File: src/rtl/nlprg_pkg.sv
// Shared constants and types for the nlprg11 arbiter slice.
package nlprg_pkg;

    localparam int NLPRG_W = 11;
    localparam int NLPRG_R = 4;

    // Number of warm-up edges minus one, counted by the 2-bit arm delay.
    localparam logic [1:0] ARM_LAST = 2'd1;

    typedef enum logic [1:0] {
        WARM  = 2'd0,
        RUN   = 2'd1,
        FAULT = 2'd2
    } arb_state_e;

endpackage

File: src/rtl/nlprg11.sv
// 11-bit non-linear PRNG: maximal LFSR (x^11 + x^2 + 1) with the all-zero state
// spliced in, giving a single 2048-state cycle that starts at 0 out of reset.
module nlprg11
    import nlprg_pkg::*;
(
    input  logic               ck,
    input  logic               rst,
    output logic [NLPRG_W-1:0] o
);

    logic [NLPRG_W-1:0] state_reg;
    logic [NLPRG_W-1:0] state_next;
    logic               fb;

    // The zero-detect term detours 100..0 through 00..0 before 00..01.
    assign fb = state_reg[10] ^ state_reg[8] ^ (state_reg[9:0] == 10'd0);
    assign state_next[0] = fb;

    genvar gi;
    generate
        for (gi = 1; gi < NLPRG_W; gi++) begin : g_shift
            assign state_next[gi] = state_reg[gi-1];
        end
    endgenerate

    always_ff @(posedge ck or posedge rst) begin
        if (rst) begin
            state_reg <= '0;
        end else begin
            state_reg <= state_next;
        end
    end

    assign o = state_reg;

endmodule

File: src/rtl/nlprg_arb.sv
// Round-robin arbiter handing out one nlprg11 word per cycle, with a hardware
// period-lock monitor that stops grants on any generator/counter phase slip.
module nlprg_arb
    import nlprg_pkg::*;
#(
    parameter int N = NLPRG_W,
    parameter int R = NLPRG_R
) (
    input  logic         ck,
    input  logic         rst_n,
    input  logic [R-1:0] req,
    output logic [R-1:0] gnt,
    output logic [N-1:0] dout,
    output logic         ready,
    output logic         wrap,
    output logic         fault
);

    localparam int PW = $clog2(R);

    logic [N-1:0]  prn;
    logic [N-1:0]  cnt_reg;
    logic [1:0]    arm_reg;
    logic [PW-1:0] ptr_reg;
    arb_state_e    state_reg;
    logic [R-1:0]  gnt_reg;
    logic [N-1:0]  dout_reg;
    logic          ready_reg;
    logic          wrap_reg;
    logic          fault_reg;

    logic [PW:0]   pick;
    logic          pick_ok;
    logic [PW-1:0] pick_idx;
    logic          prn_zero;
    logic          cnt_zero;

    nlprg11 u_nlprg (
        .ck  (ck),
        .rst (~rst_n),
        .o   (prn)
    );

    // Rotate so ptr+1 sits at bit 0, take the lowest set bit, rotate back.
    // Returns {found, index}.
    function automatic logic [PW:0] rr_pick(input logic [R-1:0] r, input logic [PW-1:0] p);
        logic [2*R-1:0] dbl;
        logic [R-1:0]   rot;
        int             sh;
        int             k;
        dbl = {r, r};
        sh  = int'(p) + 1;
        rot = R'(dbl >> sh);
        k   = -1;
        for (int i = R - 1; i >= 0; i--) begin
            if (rot[i]) k = i;
        end
        if (k < 0) return '0;
        return {1'b1, PW'((sh + k) % R)};
    endfunction

    assign pick     = rr_pick(req, ptr_reg);
    assign pick_ok  = pick[PW];
    assign pick_idx = pick[PW-1:0];
    assign prn_zero = (prn == '0);
    assign cnt_zero = (cnt_reg == '0);

    always_ff @(posedge ck or negedge rst_n) begin
        if (!rst_n) begin
            state_reg <= WARM;
            arm_reg   <= '0;
            cnt_reg   <= '0;
            ptr_reg   <= PW'(R - 1);
            gnt_reg   <= '0;
            dout_reg  <= '0;
            ready_reg <= 1'b0;
            wrap_reg  <= 1'b0;
            fault_reg <= 1'b0;
        end else begin
            cnt_reg  <= cnt_reg + N'(1);
            gnt_reg  <= '0;
            wrap_reg <= 1'b0;
            case (state_reg)
                WARM: begin
                    arm_reg <= arm_reg + 2'd1;
                    if (arm_reg == ARM_LAST) begin
                        state_reg <= RUN;
                        ready_reg <= 1'b1;
                    end
                end
                RUN: begin
                    // A phase slip kills the grant that would have gone out on this edge.
                    if (prn_zero != cnt_zero) begin
                        state_reg <= FAULT;
                        fault_reg <= 1'b1;
                        ready_reg <= 1'b0;
                    end else begin
                        wrap_reg <= prn_zero;
                        if (pick_ok) begin
                            gnt_reg  <= R'(1) << pick_idx;
                            dout_reg <= prn;
                            ptr_reg  <= pick_idx;
                        end
                    end
                end
                FAULT: begin
                end
                default: begin
                    state_reg <= FAULT;
                    fault_reg <= 1'b1;
                    ready_reg <= 1'b0;
                end
            endcase
        end
    end

    assign gnt   = gnt_reg;
    assign dout  = dout_reg;
    assign ready = ready_reg;
    assign wrap  = wrap_reg;
    assign fault = fault_reg;

endmodule

File: config.mk
export PLATFORM = sky130hd
export DESIGN_NAME = nlprg_arb
export DESIGN_NICKNAME = d
export VERILOG_FILES = /design/src/rtl/nlprg_pkg.sv /design/src/rtl/nlprg11.sv /design/src/rtl/nlprg_arb.sv
export SDC_FILE = /design/constraint.sdc
export NUM_CORES = 1
export LEC_CHECK = 0
export ABC_AREA = 1
export CORE_UTILIZATION = 52
export DETAILED_ROUTE_END_ITERATION = 6
export PLACE_DENSITY_LB_ADDON = 0.05
export SYNTH_ARGS = -nofsm -noshare
export SYNTH_HDL_FRONTEND = slang
export SYNTH_SLANG_ARGS = --single-unit
File: constraint.sdc
create_clock -name ck -period 2.6 [get_ports ck]
set_clock_uncertainty 0.15 [all_clocks]
set_input_delay 0.26 -clock ck [delete_from_list [all_inputs] [get_ports ck]]
set_output_delay 0.26 -clock ck [all_outputs]
set_load 0.01 [all_outputs]
# == Word-level counts from Yosys, hierarchy flattened ==
# Index checks and enable logic that the tools add are counted.
# word_totals
regBits,46
latchBits,0
ramBits,0
rom_bits,0
input_bits,6
out_inout_bits,18
memories,0
# classes
n_addsub,4
mul,0
n_div,0
n_lt_le_gt_ge,1
n_eq_ne,6
shift,2
n_mux,20
n_bitwise,5
reduce_logical,8
# op_table
op,count
two-way mux 32 bit,4
less-than comparator 32 x 1 -> 1 bit (second input constant),1
zero test 11 bit,2
two-way mux 4 bit,3
adder 11 x 1 -> 11 bit (second input constant),1
zero test 10 bit,1
>> shifter 8 x 3 -> 4 bit,1
two-way mux 1 bit,6
two-way mux 3 bit,2
one-hot mux 2 bit (3 select lines),1
AND reduction 3 bit,2
== test 2 x 1 -> 1 bit (second input constant),2
two-way mux 2 bit,2
inequality test 2 bit (second input constant),2
left shift 1 x 2 -> 4 bit (first input constant),1
adder 2 x 1 -> 3 bit (second input constant),1
NOT 1 bit,3
one-hot mux 1 bit (3 select lines),1
adder 2 x 1 -> 2 bit (second input constant),1
adder 2 bit,1
== test 2 bit (second input constant),1
zero test 2 bit,1
one-hot mux 1 bit (2 select lines),1
AND reduction 2 bit,1
other kinds (3),4

# == Longest topological paths before layout ==
# Gate-level depths: netlist (run 1).
# logic_depth
depth_word,13
mapped_depth,13
ltp_nobuf,13

# == Hierarchy ==
# Synthesis (run 1) repeated with hierarchy kept, for this count alone.
# hier_totals
hier_cells,201
area_unflattened_um2,1931.9
# modules_own_cells
module,n_inst,cells_each,area_each_um2
nlprg_arb,1,176,1596.5
nlprg11,1,25,335.3

# == Worst setup path after synthesis (run 1) ==
# OpenSTA, ideal clock, no wires.
# synth_timing
path_type,flip-flop to flip-flop
start,register cnt_reg[0]
end,register dout_reg[9] (netlist: dout[9])
setup_ps,115
arrival_ps,1675
required_time_ps,2335
slack_ps,660
path_stages_with_launch,11
path_buffers,1
period_less_slack_ps,1940
path_cell_list,dfrtp_1 inv_1 ha_1 nand3_1 nor4_1 ha_1 nor2_1 nand2_4 buf_6 nand2_1 nand2_2
# synth_via
elab_chain_len,4
# synth_rtl
item,line_no,rtl
"start, declared",nlprg_arb.sv:22,logic [N-1:0] cnt_reg;
"start signal, assigned",nlprg_arb.sv:80,cnt_reg <= cnt_reg + N'(1);
zero test 11 bit,nlprg_arb.sv:66,assign cnt_zero = (cnt_reg == '0);
inequality test 1 bit,nlprg_arb.sv:93,if (prn_zero != cnt_zero) begin
NOT 1 bit (no source line),n/a,
AND reduction 3 bit (no source line),n/a,
"end signal, assigned",nlprg_arb.sv:101,dout_reg <= prn;
"end, declared",nlprg_arb.sv:27,logic [N-1:0] dout_reg;
# Every way passes these cells.
# A chain may end at the register's enable or synchronous reset.

# == Worst setup path in the final report (run 1) ==
# layout_timing
start,register u_nlprg.state_reg[1] (netlist: u_nlprg.o[1])
end,register gnt_reg[1] (netlist: gnt[1])
# layout_via
elab_chain_len,4
# layout_rtl
item,line_no,rtl
"start, declared",nlprg11.sv:11,logic [NLPRG_W-1:0] state_reg;
"start signal, assigned",nlprg11.sv:30,state_reg <= state_next;
zero test 11 bit,nlprg_arb.sv:65,assign prn_zero = (prn == '0);
inequality test 1 bit,nlprg_arb.sv:93,
two-way mux 4 bit,nlprg_arb.sv:93,
two-way mux 4 bit,nlprg_arb.sv:83,case (state_reg)
"end signal, assigned",nlprg_arb.sv:100,gnt_reg <= R'(1) << pick_idx;
"end, declared",nlprg_arb.sv:26,logic [R-1:0] gnt_reg;
# Every way passes these cells.

==> results of run 1 <==
cell type report:
class / count / share of cell area
Clock buffer: 6 / 0.0313
Sequential cell: 45 / 0.487
Timing Repair Buffer: 24 / 0.102
Multi-Input combinational cell: 130 / 0.313
Tap cell: 46 / 0.0249
Inverter: 14 / 0.0249
Clock inverter: 2 / 0.0167
worst max-delay path, cell delays in order, from the launching register on:
cell and delay, ps:
dfrtp_1 410, nor2_1 120, nand4_1 120, nor4_1 270, ha_1 310, nor2_1 280, nand2_4 180, inv_4 190
nand2_1 90, nor2_1 90
through the flow:
step	instances	hold WS (ps)
after CTS	267	278
after detailed placement	258	257
after global routing	267	290
after floorplan	191	-186
final	267	275
after global placement	258	250
worst max-delay path by stage:
| stage | cells past startpoint | end | slack, ps |
|---|---|---|---|
| 4_1_cts | 9 | gnt[1] | 260 |
| 3_3_place_gp | 9 | gnt[1] | 340 |
| 2_1_floorplan | 10 | dout[9] | 660 |
| 5_1_grt | 9 | gnt[1] | 70 |
| 3_5_place_dp | 9 | gnt[1] | 290 |
| 6_report | 9 | gnt[1] | 300 |
placed cells by master (no fill, tap or decap), types with 5 or more instances in the layout:
cell type and instances:
clkbuf_8 5, clkdlybuf4s50_1 22, dfrtp_1 43, ha_1 5
inv_1 12, nand2_1 43, nand2_2 18, nand3_1 10
nor2_1 24, xor2_1 9
kinds of logic (layout without fill, tap and decap cells):
logic type / after synthesis / in the layout
buffers and inverters: 16 / 46
and+or+nand+nor: 108 / 108
adders and majority gates: 5 / 5
xor gates and xnor gates: 11 / 11
DFF: 45 / 45
AOI/OAI and AO/OA: 6 / 6
metal layers:
metal,wire length [um],GRT usage,share of wire,vias up
li1,-,-,-,662
met1,1450,0.230,0.47,625
met2,1510,0.309,0.49,19
met3,88,0.0489,0.028,5
met4,57,0.0785,0.018,0
met5,0,0,0,-
power groups by stage:
stage / clock network, uW / logic, uW / registers [uW]
2_1_floorplan: 0 / 520 / 877
3_3_place_gp: 0 / 714 / 860
3_5_place_dp: 0 / 731 / 863
4_1_cts: 532 / 734 / 850
5_1_grt: 559 / 831 / 858
6_report: 518 / 724 / 849
what timing repair did:
action                    in CTS  in global routing
setup buffers                  0                  0
hold endpoints to repair      43                  0
hold buffers                   1                  0
==> impl_metrics.yaml, run 1 <==
grt:
  first_global_vias: 1341
  grt_pass1_wl_mm: 5.73
  antenna_found_initial: 0
  gr-total-overflow: 0
  grt_max_degree: 46
  track_usage: 0.187
sta:
  fin_ws_ps: 302
  fmax_mhz: 435
  hold_viol_final: 0
  worst_slew_pin_slew_ps: 952
  setup_tns_ps: 0
  slew_headroom: 0.365
  rsz0062_at_grt: "false"
  setup-violations-final: 0
  post-route-period-util: 0.884
  min_period_ps: 2300
  slew_violations: 0
pwr:
  combPwrFrac: 0.346
  power_switching_uw: 725
  power_uw: 2090
  internal_power_uw: 1370
  leakagePower_uw: 0.00118
  power_density_nw_per_um2: 903
  power_frac_seq: 0.406
  clockPowerShare: 0.248
  p_sw_frac: 0.347
  peakVddDrop_mv: 0.521
detailed_routing:
  viasPerCell: 4.91
  remaining_drc_errors: 0
  first_iter_violations: 55
  route.vias.total: 1311
  wl_per_cell_um: 11.6
  ant_nets: 0
  firstDrtPassIters: 4
  routed_wl_mm: 3.11
worst_setup_path:
  cp.arrival_ps: 2380
  cp_data_required_time_ps: 2680
  rr_worst_depth: 9
  crit_path_start_kind: "flop"
  r2r_start: "u_nlprg.o[1]"
  crit_path_max_fanout: 15
  startpoint: "u_nlprg.o[1]"
  end_kind: "flop"
  critPathKind: "reg -> reg"
  timing.rr.end: "gnt[1]"
  rrSetupSlack_ps: 300
synth:
  synth_fa_ha_area_frac: 0.0322
  synth_nets: 202
  yosysUniqueCellTypes: 25
  synth_edf_count: 0
  synth_top_family_by_area: "simple AND/OR/NAND/NOR gates"
  ys_ff_latch: 45
  yosysSeqAreaShare: 0.581
  yosys-top-cells-count: "dfrtp_1 (43), nand2_1 (43), nor2_1 (24)"
  synth.area.mux_share: 0
  synth_flop_cell: "dfrtp_1"
  netlist.area_leader.share: 0.554
  yosys.area_share.simple: 0.273
  synth_xor_area_frac: 0.0496
  async_reset_ff_frac: 1.00
  synthTopCellsByArea: "dfrtp_1 (55%), nand2_1 (8.3%), nand2_2 (5.8%)"
  yosysWarningCount: 0
  synth-compound-area-share: 0.0187
  synthCells: 191
  netlist_area_um2: 1940
  synth.avg_cell_area_um2: 10.2
  synth_top_area_cell: "dfrtp_1"
clock_network:
  cts_htree_levels: 2
  clk_path_buf_depth: 2
  root_buffer: "clkbuf_8"
  cts.sinks: 45
  cts_buffers: 5
  cts_resized: 0
  worstSkewPairLatency_ps: 300
  cts_tree: "yes"
  path_clk_slew_ps: 80
die:
  die_w_um: 63.1
  die_area_um2: 3990
  dieHeight_um: 63.1
  boundaryPins: 24
  core.rowCount: 21
  core_area_um2: 3470
  start_util: 0.560
placed_design:
  dp_hpwl_mm: 2.28
  pre_cts_slack_ps: 290
  portBuffers: 23
  placed_cell_area_um2: 2190
  gp_congestion: 0.875
finish:
  design_area_um2: 2320
  layout.nets: 231
  seqCellArea_um2: 1130
  finish.utilization: 0.668
  syn_to_final_growth_pct: 19.2
  fill_cells: 295
  drive_above_1_share: 0.163
  multiInputGateArea_um2: 726
  antenna_cells: 0
hold_path:
  worstHoldStart: "u_nlprg.o[3]"
  hold_path_depth: 0
  hold_end: "u_nlprg.o[4]"
  worstHoldPathType: "reg -> reg"
status:
  status: "finished clean"
run:
  cap_viol_max_count: 0
Power figures use the tool's default switching activity.
==> run 2, diff against run 1 <==
CTS_CLUSTER_SIZE = 40   (was default)
GPL_ROUTABILITY_DRIVEN = 0   (was default)
==> results of run 2 <==
No change in the layout: final DEF, timing and power equal those of run 1.
==> run 3, diff against run 2 <==
SETUP_SLACK_MARGIN = 0.02   (was default)
==> results of run 3 <==
No change in the layout: final DEF, timing and power equal those of run 1.
